$ cat src/rtl/pad_attr_seq_ctrl.sv
`default_nettype none
// ============================================================================
// Module   : pad_attr_seq_ctrl
// Function : Shadow/active pad attribute registers with a config port and a
//            commit sequencer. PAD_ATTR_SEQ_STAGGER_EN selects staggered
//            per-pad loading; otherwise all pads load together.
// Revision : 1.0 - initial release
// ============================================================================
module pad_attr_seq_ctrl #(
  parameter int                 NPADS      = 8,
  parameter int                 PADATTR    = 16,
  parameter int                 STAGGER    = 4,
  parameter logic [PADATTR-1:0] RESET_ATTR = '0
) (
  input  logic                       clk_i,
  input  logic                       rst_ni,
  input  logic                       cfg_req_i,
  output logic                       cfg_gnt_o,
  input  logic                       cfg_we_i,
  input  logic [$clog2(NPADS)-1:0]   cfg_idx_i,
  input  logic [PADATTR-1:0]         cfg_wdata_i,
  output logic [PADATTR-1:0]         cfg_rdata_o,
  output logic                       cfg_rvalid_o,
  input  logic                       commit_i,
  output logic                       busy_o,
  output logic                       done_o,
  output logic [NPADS*PADATTR-1:0]   pad_attributes_o
);

  localparam int IDXW = $clog2(NPADS);

  logic [PADATTR-1:0] shadow_q [NPADS];
  logic [PADATTR-1:0] active_q [NPADS];
  logic               busy_q;
  logic               done_q;
  logic               rvalid_q;
  logic [PADATTR-1:0] rdata_q;
  logic [PADATTR-1:0] rd_mux;
  logic               wr_en;
  logic [NPADS-1:0]   load_en;

  // Reads are always accepted; writes stall while a sequence owns the shadows.
  assign cfg_gnt_o = cfg_req_i & (~cfg_we_i | ~busy_q);
  assign wr_en     = cfg_gnt_o & cfg_we_i;

  always_comb begin
    rd_mux = '0;
    for (int k = 0; k < NPADS; k++) begin
      if (cfg_idx_i == IDXW'(k)) rd_mux = shadow_q[k];
    end
  end

`ifdef PAD_ATTR_SEQ_STAGGER_EN
  typedef enum logic [1:0] {
    IDLE  = 2'd0,
    APPLY = 2'd1,
    GAP   = 2'd2
  } state_e;

  localparam int                GAPW     = (STAGGER > 2) ? $clog2(STAGGER - 1) : 1;
  localparam logic [GAPW-1:0]   GAP_INIT = GAPW'((STAGGER > 2) ? STAGGER - 2 : 0);
  localparam logic [IDXW-1:0]   LAST_PAD = IDXW'(NPADS - 1);

  state_e            state_q;
  logic [IDXW-1:0]   cnt_q;
  logic [GAPW-1:0]   gap_q;

  always_ff @(posedge clk_i or negedge rst_ni) begin
    if (!rst_ni) begin
      state_q <= IDLE;
      cnt_q   <= '0;
      gap_q   <= '0;
      busy_q  <= 1'b0;
      done_q  <= 1'b0;
    end else begin
      done_q <= 1'b0;
      case (state_q)
        IDLE: begin
          if (commit_i) begin
            state_q <= APPLY;
            cnt_q   <= '0;
            busy_q  <= 1'b1;
          end
        end
        APPLY: begin
          if (cnt_q == LAST_PAD) begin
            state_q <= IDLE;
            cnt_q   <= '0;
            busy_q  <= 1'b0;
            done_q  <= 1'b1;
          end else begin
            cnt_q <= cnt_q + 1'b1;
            if (STAGGER == 1) begin
              state_q <= APPLY;
            end else begin
              state_q <= GAP;
              gap_q   <= GAP_INIT;
            end
          end
        end
        GAP: begin
          // gap_q counts the remaining idle cycles before the next pad load
          if (gap_q == '0) state_q <= APPLY;
          else             gap_q   <= gap_q - 1'b1;
        end
        default: state_q <= IDLE;
      endcase
    end
  end

  always_comb begin
    load_en = '0;
    for (int k = 0; k < NPADS; k++) begin
      load_en[k] = (state_q == APPLY) && (cnt_q == IDXW'(k));
    end
  end
`else
  typedef enum logic {
    IDLE  = 1'b0,
    APPLY = 1'b1
  } state_e;

  state_e state_q;

  always_ff @(posedge clk_i or negedge rst_ni) begin
    if (!rst_ni) begin
      state_q <= IDLE;
      busy_q  <= 1'b0;
      done_q  <= 1'b0;
    end else begin
      done_q <= 1'b0;
      case (state_q)
        IDLE: begin
          if (commit_i) begin
            state_q <= APPLY;
            busy_q  <= 1'b1;
          end
        end
        APPLY: begin
          state_q <= IDLE;
          busy_q  <= 1'b0;
          done_q  <= 1'b1;
        end
        default: state_q <= IDLE;
      endcase
    end
  end

  assign load_en = {NPADS{state_q == APPLY}};
`endif

  always_ff @(posedge clk_i or negedge rst_ni) begin
    if (!rst_ni) begin
      for (int k = 0; k < NPADS; k++) begin
        shadow_q[k] <= RESET_ATTR;
        active_q[k] <= RESET_ATTR;
      end
    end else begin
      for (int k = 0; k < NPADS; k++) begin
        if (wr_en && (cfg_idx_i == IDXW'(k))) shadow_q[k] <= cfg_wdata_i;
        if (load_en[k])                       active_q[k] <= shadow_q[k];
      end
    end
  end

  // Out-of-range indices match no pad, so they write nothing and read zero.
  always_ff @(posedge clk_i or negedge rst_ni) begin
    if (!rst_ni) begin
      rvalid_q <= 1'b0;
      rdata_q  <= '0;
    end else begin
      rvalid_q <= cfg_gnt_o;
      rdata_q  <= (cfg_gnt_o && !cfg_we_i) ? rd_mux : '0;
    end
  end

  generate
    for (genvar k = 0; k < NPADS; k++) begin : g_out
      assign pad_attributes_o[k*PADATTR +: PADATTR] = active_q[k];
    end
  endgenerate

  assign busy_o       = busy_q;
  assign done_o       = done_q;
  assign cfg_rvalid_o = rvalid_q;
  assign cfg_rdata_o  = rdata_q;

endmodule
`default_nettype wire

$ cat config.mk
export PLATFORM = sky130hd
export DESIGN_NAME = pad_attr_seq_ctrl
export DESIGN_NICKNAME = d
export VERILOG_FILES = /design/src/rtl/pad_attr_seq_ctrl.sv
export SDC_FILE = /design/constraint.sdc
export NUM_CORES = 1
export LEC_CHECK = 0
export ABC_AREA = 1
export CELL_PAD_IN_SITES_DETAIL_PLACEMENT = 0
export CELL_PAD_IN_SITES_GLOBAL_PLACEMENT = 1
export CORE_MARGIN = 10
export CORE_UTILIZATION = 35
export DETAILED_ROUTE_END_ITERATION = 8
export PLACE_DENSITY = 0.8
export SLEW_MARGIN = 40
export SYNTH_ARGS = -nofsm -noshare
export SYNTH_HDL_FRONTEND = slang
export SYNTH_SLANG_ARGS = --single-unit
$ cat constraint.sdc
create_clock -name clk_i -period 1.85 [get_ports clk_i]
set_input_delay 0.185 -clock clk_i [delete_from_list [all_inputs] [get_ports clk_i]]
set_output_delay 0.185 -clock clk_i [all_outputs]
set_load 0.005 [all_outputs]
# After elaboration in Yosys (flattened, before gate mapping)
# Cells that the tools add are included.
[word_totals]
out_inout_bits = 148
register_bits = 276
inputBits = 24
[classes]
reduce_logical = 11
bitwise = 6
muxes = 14
eq_ne = 8
[op_table]
columns = ["op", "n"]
rows = [
  ["two-way mux 16 bit", 9],
  ["equality test 3 bit, second input constant", 4],
  ["logical AND 1 bit", 9],
  ["equality test 3 x 2 -> 1 bit, second input constant", 2],
  ["one-hot mux 1 bit (2 select lines)", 2],
  ["equality test 3 x 1 -> 1 bit, second input constant", 1],
  ["zero test 3 bit", 1],
  ["two-way mux 1 bit", 3],
  ["inverter 1 bit", 3],
  ["bitwise AND 1 bit", 2],
  ["!= test 2 bit, second input constant", 1],
  ["zero test 1 bit", 1],
  ["OR 1 bit", 1],
]

# Longest topological paths before layout
[depth]
depth_word = 10
ltp_mapped = 10

# Least setup slack after synthesis
# No wires, ideal clock.
[synth_path]
kind = "reg-to-reg"
start = "register busy_q, in the netlist busy_o"
end = "register shadow_q[16] in the netlist's numbering"
slack_ns = 0.308
stages_incl_launch_ff = 6
arrival_ns = 1.417
t_required_ns = 1.725
setup_ns = 0.125
path_cell_list = "dfrtp_1 -> a21oi_2 -> nand2_2 -> nor4_4 -> buf_6 -> a21oi_1"
[synth_between]
elab_chain_cells = 5
[synth_lines]
columns = ["element", "line_no", "text"]
rows = [
  ["start, declared", "34", "logic busy_q;"],
  ["start signal, assigned", "128", "busy_q <= 1'b0;"],
  ["start signal, assigned", "136", "busy_q <= 1'b1;"],
  ["start signal, assigned", "141", "busy_q <= 1'b0;"],
  ["inverter 1 bit", "43", "assign cfg_gnt_o = cfg_req_i & (~cfg_we_i | ~busy_q);"],
  ["OR 1 bit", "43", ""],
  ["bitwise AND 1 bit", "43", ""],
  ["via cfg_gnt_o", "18", "output logic cfg_gnt_o,"],
  ["bitwise AND 1 bit", "44", "assign wr_en = cfg_gnt_o & cfg_we_i;"],
  ["logical AND 1 bit", "160", "if (wr_en && (cfg_idx_i == IDXW'(k))) shadow_q[k] <= cfg_wdata_i;"],
  ["end signal, assigned by index", "160", ""],
  ["end, declared", "32", "logic [PADATTR-1:0] shadow_q [NPADS];"],
]
# The timed path passes the listed nets, and every way through them passes these cells.
# A chain may end at the register's enable or synchronous reset.

# Worst setup path in the final report
[layout_path]
start = "register busy_q, in the netlist busy_o"
end = "output busy_o"
[layout_lines]
columns = ["element", "line_no", "text"]
rows = [
  ["end, declared", "25", "output logic busy_o,"],
]
# No word-level cell between the ends.

==> flow_summary.json <==
{
  "status": "finished clean",
  "cts-root-buf": "clkbuf_16",
  "fp.dieH_um": 199.2,
  "synth_area_leaders": "dfrtp_1, a21oi_1, mux2_2, nor2_1, nand2_1",
  "io_buffers": 171,
  "synth_nets": 1154,
  "antenna_found_initial": 2,
  "clock_latency_ns": 0.55,
  "drv_cap": 0,
  "synth_warnings": 0,
  "postSynthCellCount": 1130,
  "avgSynthCellArea_um2": 9.949,
  "vias": 8724,
  "p_int_mw": 13.54,
  "p_clk_share_pct": 30.6,
  "post_drt_via_cell_ratio": 4.948,
  "maxSlewViolCount": 0,
  "rr_worst_depth": 6,
  "clockBufferDepth": 3,
  "path_class": "reg -> out",
  "multi_input_area_um2": 3556,
  "syn_area_um2": 11240,
  "rows": 65,
  "leakage_nw": 6.663,
  "worstPathMaxFanout": 2,
  "drt-total-wl_um": 34810,
  "first_pass_iters": 5,
  "cts_sinks": 276,
  "setup_viol_count_final": 0,
  "cp-end-kind": "primary output",
  "p_sw_share_pct": 28.71,
  "layout-drive-gt1-share_pct": 15.37,
  "utilization_pct": 46.99,
  "dp_hpwl_um": 26090,
  "netSwitchingPower_mw": 5.454,
  "tns_ns": 0,
  "die_width_um": 199.2,
  "finalHoldViolCount": 0,
  "area.sequential_um2": 6910,
  "place_inst": 1706,
  "ys_seq_area_share_pct": 61.44,
  "synth_top_area_share_pct": 61.44,
  "drt-initial-drc-count": 857,
  "post_drt_wl_per_cell_um": 19.75,
  "worst_pin_slew_ns": 0.4982,
  "min_path_type": "in -> async",
  "grt_pass1_wl_um": 53320,
  "fmax_ghz": 0.5774,
  "yosysTopAreaCell": "dfrtp_1",
  "cts_tree": "built",
  "core_um2": 31640,
  "initial_core_util_pct": 35.53,
  "ios": 172,
  "seq_power_share_pct": 45.4,
  "final.min_clock_period_ns": 1.732,
  "fillers": 2914,
  "grt_max_degree": 73,
  "first_global_vias": 8794,
  "dpl_cell_area_um2": 13850,
  "area_growth_pct": 32.24,
  "synth_cell_types": 25,
  "rsz0062_at_grt": "no",
  "power_density_nw_per_um2": 1278,
  "cts_htree_levels": 1,
  "cp.arrival_ns": 1.55,
  "vdd_drop_max_v": 0.0008186,
  "cts_buffers": 28,
  "power_frac_comb_pct": 24.0,
  "die_area_um2": 39690,
  "overflow": 0,
  "required_ns": 1.66,
  "track_usage_pct": 17.51,
  "clk_pin_slew_ns": 0.06,
  "ant_nets": 0,
  "drc_errors": 0,
  "skew_ns": 0.02167,
  "gp_congestion": 0.8827,
  "cp-start-kind": "register",
  "num-nets-final": 1363,
  "relSlewSlack_pct": 66.69,
  "synth_seq_cells": 276,
  "timing.final.crit_share_pct": 93.61,
  "final_area_um2": 14870,
  "instances_no_fill": 1763
}
-- logic make-up (layout without fill, tap and decap cells) --
family                 Yosys count  after routing  share of synthesized area [%]
AND/OR/NAND/NOR                377            377                          15.05
flip-flops                     276            276                          61.44
AO/OA/AOI/OAI                  239            239                          10.97
buffers and inverters          182            412                          6.934
multiplexers                    56             56                          5.609
other                            0              1                              0
-- worst max-delay path: stages, from the launching register on --
cell and delay (ns):
dfrtp_1 0.37, buf_4 0.12, clkdlybuf4s50_1 0.50
-- final cells by class --
type / instances / share of cell area [%]
sequential: 276 / 46.48
multi-input combinational: 672 / 23.92
timing repair buffer: 248 / 16.90
clock buffer: 43 / 5.841
tap: 402 / 3.383
inverter: 113 / 2.853
clock inverter: 8 / 0.6060
antenna: 1 / 0.01683
-- power groups by stage --
stage,combinational (mW),sequential (mW),clock (mW)
finish,4.55,8.62,5.82
global route,5.04,8.80,6.18
CTS,4.65,8.62,5.96
detailed placement,4.61,8.71,0
global placement,4.54,8.67,0
floorplan,1.78,8.43,0
-- stage by stage --
step | hold WS, ns | setup slack (ns) | power (mW)
after detailed placement | 0.08538 | -0.1943 | 13.32
after CTS | 0.08620 | 0.1100 | 19.23
after global placement | 0.08316 | -0.1578 | 13.21
after floorplan | -0.1106 | 0.3083 | 10.22
final | 0.08613 | 0.1182 | 19.00
after global routing | 0.1045 | 0.03323 | 20.02
-- synth_stat cells --
cell / instances
nand3_4: 2
nor2_2: 1
clkbuf_2: 1
o21ai_1: 19
nand4_1: 29
clkbuf_1: 26
nor3_1: 13
nor4_4: 4
inv_2: 5
nand2_2: 1
dfrtp_1: 276
inv_1: 108
buf_2: 25
nor2_1: 160
buf_1: 4
buf_4: 9
nand2_1: 141
o21ai_0: 58
a21oi_2: 10
nor2_4: 3
nand3_1: 20
nor3_4: 3
mux2_2: 56
buf_6: 4
a21oi_1: 152
-- flip-flops by register name, indices dropped and copies added (netlist names) --
signal / flops
busy_o: 1
cfg_rdata_o: 16
cfg_rvalid_o: 1
done_o: 1
pad_attributes_o: 128
shadow_q: 128
state_q: 1
-- cells in the final DEF, fill, tap and decap left out, types with 2 or more instances in the layout --
cell | netlist | final
buf_12 | 0 | 17
nor2_4 | 3 | 3
o21ai_1 | 19 | 19
buf_4 | 9 | 58
clkbuf_16 | 0 | 29
nand3_4 | 2 | 2
clkinv_2 | 0 | 6
clkbuf_8 | 0 | 9
nor4_4 | 4 | 4
inv_2 | 5 | 5
nand2_1 | 141 | 141
bufinv_16 | 0 | 2
nor3_4 | 3 | 3
dfrtp_1 | 276 | 275
clkbuf_1 | 26 | 5
clkdlybuf4s50_1 | 0 | 169
a21oi_2 | 10 | 10
a21oi_1 | 152 | 152
nor2_1 | 160 | 160
inv_1 | 108 | 108
nor3_1 | 13 | 13
o21ai_0 | 58 | 58
mux2_2 | 56 | 56
nand3_1 | 20 | 20
nand4_1 | 29 | 29
-- what timing repair did --
| item | CTS | global route |
|---|---|---|
| resized for setup | 2 | 0 |
| setup endpoints to repair | 1 | 7 |
| cloned | 0 | 0 |
| hold buffers | 1 | 0 |
| setup buffers | 3 | 1 |
| endpoints found under the hold margin | 276 | 0 |
| pin swaps | 1 | 1 |
-- final timing paths --
| kind | startpoint | to | slack (ns) |
|---|---|---|---|
| max reg2reg | busy_o$_DFFE_PN0P_ | shadow_q[58]$_DFFE_PN0P_ | 0.14 |
| min in group clk_i | commit_i | state_q$_DFF_PN0_ | 0.16 |
| max | busy_o$_DFFE_PN0P_ | busy_o | 0.12 |
| min reg2reg | shadow_q[70]$_DFFE_PN0P_ | shadow_q[70]$_DFFE_PN0P_ | 0.49 |
| min | rst_ni | pad_attributes_o[84]$_DFFE_PN0P_ | 0.09 |
| max in group asynchronous | rst_ni | cfg_rdata_o[4]$_DFF_PN0_ | 1.05 |
-- per-layer routing --
layer / global-route usage [%] / up-vias / share of wire, %
met5: 0 / - / 0.037
met4: 4.691 / 2 / 2.6
met3: 4.071 / 60 / 7.8
met2: 26.98 / 290 / 45
met1: 24.17 / 4277 / 44
li1: - / 4095 / -
Note: power is estimated with default switching activity, not from simulation.
